## src/rtl/lsu_pkg.sv

```systemverilog
`default_nettype none
// +----------------------------------------------------------------------------+
// | lsu_pkg : shared types and request checks for the load/store unit         |
// | Rev 1.0                                                                    |
// +----------------------------------------------------------------------------+
package lsu_pkg;

   typedef enum logic [2:0] {
      IDLE    = 3'd0,
      LOAD    = 3'd1,
      ST_WORD = 3'd2,
      RMW_RD  = 3'd3,
      RMW_WR  = 3'd4,
      RESP    = 3'd5,
      ERR     = 3'd6
   } lsu_state_e;

   typedef enum logic [1:0] {
      SZ_B = 2'b00,
      SZ_H = 2'b01,
      SZ_W = 2'b10
   } lsu_size_e;

   // Size 2'b11 has no enum member and is always rejected.
   function automatic logic req_error(input logic [1:0] size,
                                      input logic [1:0] addr_lo,
                                      input logic       out_of_range);
      logic bad;
      bad = out_of_range;
      if (size == 2'b11)                     bad = 1'b1;
      if (size == SZ_H && addr_lo[0])        bad = 1'b1;
      if (size == SZ_W && addr_lo != 2'b00)  bad = 1'b1;
      return bad;
   endfunction

endpackage
`default_nettype wire

```

## src/rtl/lsu_byte_lane.sv

```systemverilog
`default_nettype none
// +----------------------------------------------------------------------------+
// | lsu_byte_lane : little-endian lane extract/extend and sub-word store merge |
// | Rev 1.0                                                                    |
// +----------------------------------------------------------------------------+
module lsu_byte_lane
   import lsu_pkg::*;
(
   input  logic [1:0]  size,
   input  logic [1:0]  addr_lo,
   input  logic        is_unsigned,
   input  logic [31:0] word,
   input  logic [31:0] wdata,
   output logic [31:0] load_data,
   output logic [31:0] merged
);

   logic [7:0]  w_byte;
   logic [15:0] w_half;

   always_comb begin
      case (addr_lo)
         2'd0:    w_byte = word[7:0];
         2'd1:    w_byte = word[15:8];
         2'd2:    w_byte = word[23:16];
         default: w_byte = word[31:24];
      endcase
      w_half = addr_lo[1] ? word[31:16] : word[15:0];
   end

   always_comb begin
      load_data = word;
      merged    = wdata;
      case (size)
         SZ_B: begin
            load_data = {{24{~is_unsigned & w_byte[7]}}, w_byte};
            merged    = word;
            case (addr_lo)
               2'd0:    merged[7:0]   = wdata[7:0];
               2'd1:    merged[15:8]  = wdata[7:0];
               2'd2:    merged[23:16] = wdata[7:0];
               default: merged[31:24] = wdata[7:0];
            endcase
         end
         SZ_H: begin
            load_data = {{16{~is_unsigned & w_half[15]}}, w_half};
            merged    = word;
            if (addr_lo[1]) merged[31:16] = wdata[15:0];
            else            merged[15:0]  = wdata[15:0];
         end
         default: ;
      endcase
   end

endmodule
`default_nettype wire

```

## src/rtl/load_store_unit.sv

```systemverilog
`default_nettype none
// +----------------------------------------------------------------------------+
// | load_store_unit : byte/half/word CPU accesses onto a word-only memory      |
// | Rev 1.0                                                                    |
// +----------------------------------------------------------------------------+
module load_store_unit
   import lsu_pkg::*;
#(
   parameter int NUMWORDS  = 4096,
   parameter int DATAWIDTH = 32,
   localparam int AW       = $clog2(NUMWORDS) + 1
) (
   input  logic                 clk_i,
   input  logic                 rst_i,
   input  logic                 req_valid_i,
   output logic                 req_ready_o,
   input  logic                 req_we_i,
   input  logic [1:0]           req_size_i,
   input  logic                 req_unsigned_i,
   input  logic [31:0]          req_addr_i,
   input  logic [DATAWIDTH-1:0] req_wdata_i,
   output logic                 resp_valid_o,
   output logic [DATAWIDTH-1:0] resp_rdata_o,
   output logic                 resp_err_o,
   output logic                 mem_re_o,
   output logic [AW-1:0]        mem_raddr_o,
   input  logic [DATAWIDTH-1:0] mem_rdata_i,
   output logic                 mem_we_o,
   output logic [AW-1:0]        mem_waddr_o,
   output logic [DATAWIDTH-1:0] mem_wdata_o
);

   localparam logic [31:0] c_num_words = NUMWORDS;

   lsu_state_e           r_state, w_next;
   logic                 r_we;
   logic [1:0]           r_size;
   logic                 r_unsigned;
   logic [AW+1:0]        r_addr;
   logic [DATAWIDTH-1:0] r_wdata;
   logic [DATAWIDTH-1:0] r_rdata;
   logic [DATAWIDTH-1:0] r_merge;

   logic                 w_accept;
   logic                 w_err;
   logic [AW-1:0]        w_index;
   logic [DATAWIDTH-1:0] w_load_data;
   logic [DATAWIDTH-1:0] w_merged;

   assign w_accept = req_valid_i && (r_state == IDLE);
   assign w_err    = req_error(req_size_i, req_addr_i[1:0],
                               {2'b00, req_addr_i[31:2]} >= c_num_words);
   assign w_index  = r_addr[AW+1:2];

   lsu_byte_lane u_lane (
      .size        (r_size),
      .addr_lo     (r_addr[1:0]),
      .is_unsigned (r_unsigned),
      .word        (mem_rdata_i),
      .wdata       (r_wdata),
      .load_data   (w_load_data),
      .merged      (w_merged)
   );

   always_ff @(posedge clk_i or posedge rst_i) begin
      if (rst_i) r_state <= IDLE;
      else       r_state <= w_next;
   end

   always_comb begin
      w_next       = r_state;
      req_ready_o  = 1'b0;
      resp_valid_o = 1'b0;
      resp_err_o   = 1'b0;
      resp_rdata_o = '0;
      mem_re_o     = 1'b0;
      mem_raddr_o  = '0;
      mem_we_o     = 1'b0;
      mem_waddr_o  = '0;
      mem_wdata_o  = '0;
      case (r_state)
         IDLE: begin
            req_ready_o = 1'b1;
            if (req_valid_i) begin
               if (w_err)                  w_next = ERR;
               else if (!req_we_i)         w_next = LOAD;
               else if (req_size_i == SZ_W) w_next = ST_WORD;
               else                        w_next = RMW_RD;
            end
         end
         LOAD: begin
            mem_re_o    = 1'b1;
            mem_raddr_o = w_index;
            w_next      = RESP;
         end
         ST_WORD: begin
            mem_we_o    = 1'b1;
            mem_waddr_o = w_index;
            mem_wdata_o = r_wdata;
            w_next      = RESP;
         end
         RMW_RD: begin
            mem_re_o    = 1'b1;
            mem_raddr_o = w_index;
            w_next      = RMW_WR;
         end
         RMW_WR: begin
            mem_we_o    = 1'b1;
            mem_waddr_o = w_index;
            mem_wdata_o = r_merge;
            w_next      = RESP;
         end
         RESP: begin
            resp_valid_o = 1'b1;
            resp_rdata_o = r_rdata;
            w_next       = IDLE;
         end
         ERR: begin
            resp_valid_o = 1'b1;
            resp_err_o   = 1'b1;
            w_next       = IDLE;
         end
         default: w_next = IDLE;
      endcase
   end

   // r_rdata is cleared on accept so stores respond with zero data.
   always_ff @(posedge clk_i or posedge rst_i) begin
      if (rst_i) begin
         r_we       <= 1'b0;
         r_size     <= 2'b00;
         r_unsigned <= 1'b0;
         r_addr     <= '0;
         r_wdata    <= '0;
         r_rdata    <= '0;
         r_merge    <= '0;
      end else begin
         if (w_accept) begin
            r_we       <= req_we_i;
            r_size     <= req_size_i;
            r_unsigned <= req_unsigned_i;
            r_addr     <= req_addr_i[AW+1:0];
            r_wdata    <= req_wdata_i;
            r_rdata    <= '0;
         end
         if (r_state == LOAD)   r_rdata <= w_load_data;
         if (r_state == RMW_RD) r_merge <= w_merged;
      end
   end

   logic w_unused;
   assign w_unused = r_we;

endmodule
`default_nettype wire
```

## config.mk

```make
export PLATFORM = sky130hd
export DESIGN_NAME = load_store_unit
export DESIGN_NICKNAME = d
export VERILOG_FILES = /design/src/rtl/lsu_pkg.sv /design/src/rtl/lsu_byte_lane.sv /design/src/rtl/load_store_unit.sv
export SDC_FILE = /design/constraint.sdc
export NUM_CORES = 1
export LEC_CHECK = 0
export BUFFER_PORTS_ARGS = -buffer_cell sky130_fd_sc_hd__buf_2
export CORE_MARGIN = 2
export CORE_UTILIZATION = 55
export CTS_CLUSTER_SIZE = 40
export DETAILED_ROUTE_END_ITERATION = 8
export GPL_TIMING_DRIVEN = 1
export PLACE_DENSITY = 0.85
export SLEW_MARGIN = 30
export SYNTH_ARGS = -nofsm -noshare
export SYNTH_HDL_FRONTEND = slang
export SYNTH_SLANG_ARGS = --single-unit
```

## constraint.sdc

```tcl
create_clock -name clk_i -period 9.2 [get_ports clk_i]
set_clock_uncertainty 0.1 [all_clocks]
set_input_delay 2.76 -clock clk_i [delete_from_list [all_inputs] [get_ports clk_i]]
set_output_delay 2.76 -clock clk_i [all_outputs]
set_load 0.01 [all_outputs]
```

==> reports/qor.yml <==
power:
  totalPowerFinal_mw: 2.95
  p_leak_nw: 4.17
  cellPowerDensity_nw_per_um2: 365
  ir_worst_vdd_uv: 220
die:
  io_pins: 198
  die_w_um: 113
  row_count: 39
  die_area_um2: 12700
  core_um2: 11500
  initial_core_util: 0.565
  die_h_um: 113
yosys:
  yosys.area.top_type_share: 0.452
  syn_area_um2: 6480
  yosys_warnings: 0
  synth_top_family_by_area: "simple AND/OR/NAND/NOR gates"
  synth_cells: 724
  syn_nets: 827
  ys_seq_area_frac: 0.452
  synth-compound-area-share: 0.182
  yosys.area_share.simple: 0.234
  muxShareOfSynthArea: 0.0889
  synth.avg_cell_area_um2: 8.95
  synthXorXnorAreaFrac: 0
  ys_types: 39
  synth_seq_cells: 117
  yosys.area.top_type: "dfrtp_1"
  synthAdderAreaFrac: 0
  synth_area_leaders: "dfrtp_1 (45%), nand2_1 (12%), mux2_2 (5.9%), and2_1 (4.5%), a22o_1 (4.5%)"
min_path:
  hold_end: "r_rdata[3]$_DFFE_PP0P_"
  hold_class: "reg -> reg"
  whs_path_depth: 2
  worstHoldStart: "r_rdata[3]$_DFFE_PP0P_"
worst_setup_path:
  rr_worst_depth: 4
  timing.rr.end: "r_merge[3]$_DFFE_PP0P_"
  reg2reg_setup_slack_ns: 6.50
  r2r-start: "r_addr[0]$_DFFE_PP0P_"
  arrival_ns: 2.33
  max_stage_delay_ns: 0.69
  critical_path.cell_chain: "nor3b_4 -> buf_4 -> nor2_1 -> nor2b_1 -> buf_2"
  crit_path_top_delay_cell: "nor2_1"
  crit_fanout: 34
  path_class: "reg -> out"
  crit_family: "simple AND/OR/NAND/NOR gates"
  cp-start-kind: "register"
  critPathBufInv: 2
  worstPathRequired_ns: 6.34
  cp-end-kind: "primary output"
global_route:
  grt_pass1_wl_um: 30700
  antenna_found_initial: 1
  first_global_vias: 5818
  grt_start_max_net_pins: 65
  gr-total-overflow: 0
  grt.total_usage: 0.305
clock_tree:
  root_buffer: "clkbuf_16"
  numCtsBuffers: 17
  cts_buffer_depth: 2
  cts.sinks: 117
  postCtsSetupBuffers: 0
  cts_tree: "yes"
  cts.clk_slew.worst_paths_ns: 0.06
  ctsResizeCount: 0
  clock_latency_ns: 0.41
  cts-hold-fix-buffers: 0
  cts-htree-levels: 4
sta:
  setup_viol: 0
  rsz0062_at_grt: "no"
  hold_viol_final: 0
  setup_tns_ns: 0
  fin_crit_sh: 0.564
  whs_ns: 0.374
  slew_violations: 0
  slew_headroom: 0.385
  period_minus_slack_ns: 5.19
  fmax_ghz: 0.193
  tightest_slew_ns: 0.921
drt:
  totalWireLength_um: 19200
  vias_per_cell: 5.92
  ant_nets: 0
  wl_met1_um: 7850
  first_pass_iters: 8
  wl_met3_um: 1870
  met2_length_um: 8890
  top_layer_used: "met4"
  wl_per_cell_um: 18.3
  via_count: 6197
  drt-initial-drc-count: 685
  drc_errors: 0
final_layout:
  fin_nets: 993
  fill_cells: 877
  postLayoutCoreUtil: 0.706
  fin_area_um2: 8100
  synthToLayoutAreaGrowth_pct: 25.0
  mostFrequentLayoutCell: "nand2_1"
  layout-drive-gt1-share: 0.312
  layout_common_cells: "nand2_1 (201), buf_2 (197), dfrtp_1 (117)"
status:
  status: "complete, no violations"
placed_design:
  dp_hpwl_um: 13200
  port_buffers: 197
  postPlaceCellArea_um2: 7460
  gp_congestion: 0.930
job:
  drv_cap: 0
## power by group
group	total, mW	switching (mW)	leakage [nW]	internal [mW]
Clock	0.703	0.232	0.302	0.471
Combinational	1.27	0.724	2.41	0.541
Sequential	0.983	0.230	1.46	0.753
Total	2.95	1.19	4.17	1.77
## per-layer routing
metal,vias to the layer above,global-route usage
met2,349,0.467
met5,-,0
met4,0,0.118
met3,41,0.0686
met1,2936,0.428
li1,2871,-
## kinds of logic (layout without fill, tap and decap cells)
logic type / after synthesis / after routing
buffers and inverters: 63 / 241
AO/OA/AOI/OAI: 161 / 161
other: 0 / 1
AND/OR/NAND/NOR: 331 / 331
flip-flops: 117 / 117
multiplexers: 52 / 52
## metrics by stage
| stage | worst slack, ns | instances |
|---|---|---|
| after global placement | 4.56 | 1014 |
| after floorplan | 3.24 | 724 |
| after detailed placement | 4.44 | 1014 |
| after CTS | 4.01 | 1045 |
| final | 4.01 | 1046 |
| after global routing | 3.83 | 1046 |
## worst reg2reg max path, delay by kind of cell (launching register included)
kind,cells,cell delay (ns)
AOI/OAI and AO/OA,2,0.60
DFF,1,0.77
muxes,1,0.27
and+or+nand+nor,1,0.82
## how the worst max path moves through the flow
stage	start	end	slack [ns]	depth (start not counted)
floorplan	rst_i	r_addr[0]$_DFFE_PP0P_	3.24	1
global placement	r_state[1]$_DFFE_PP0P_	mem_waddr_o[2]	4.56	5
detailed placement	r_state[0]$_DFFE_PP0P_	mem_waddr_o[9]	4.44	5
CTS	r_state[0]$_DFFE_PP0P_	mem_waddr_o[9]	4.01	5
global route	r_state[0]$_DFFE_PP0P_	mem_waddr_o[8]	3.83	5
finish	r_state[0]$_DFFE_PP0P_	mem_waddr_o[9]	4.01	5
## final cells by class
cell class                 instances  area, µm²  share of cell area
clock inverter                     9        150              0.0185
clock buffer                      22        474              0.0586
multi-input combinational        544       3300               0.407
inverter                           5       21.3             0.00263
sequential                       117       2930               0.362
timing repair buffer             205       1050               0.129
tap                              143        179              0.0221
antenna                            1       2.50            0.000309
## cells in the mapped netlist, drive strengths merged
| cell | instances |
|---|---|
| a21oi | 18 |
| a221o | 16 |
| a222oi | 16 |
| a22o | 33 |
| a32o | 8 |
| and2 | 47 |
| and3 | 2 |
| and3b | 1 |
| buf | 25 |
| clkbuf | 33 |
| dfrtp | 117 |
| inv | 5 |
| mux2 | 34 |
| mux2i | 17 |
| mux4 | 1 |
| nand2 | 201 |
| nand2b | 10 |
| nand3b | 1 |
| nand4 | 1 |
| nor2 | 33 |
| nor2b | 15 |
| nor3 | 3 |
| nor3b | 3 |
| nor4 | 4 |
| nor4b | 1 |
| o21ai | 52 |
| o21ba | 1 |
| o22ai | 8 |
| o31ai | 8 |
| o41ai | 1 |
| or2 | 2 |
| or3 | 7 |
## state kept, by name, indices dropped and copies added (netlist names)
| register | flops |
|---|---|
| r_rdata | 32 |
| r_state | 3 |
| r_unsigned | 1 |
| r_merge | 32 |
| r_addr | 15 |
| r_size | 2 |
| r_wdata | 32 |
No activity file was read; power rests on OpenSTA's default activity.
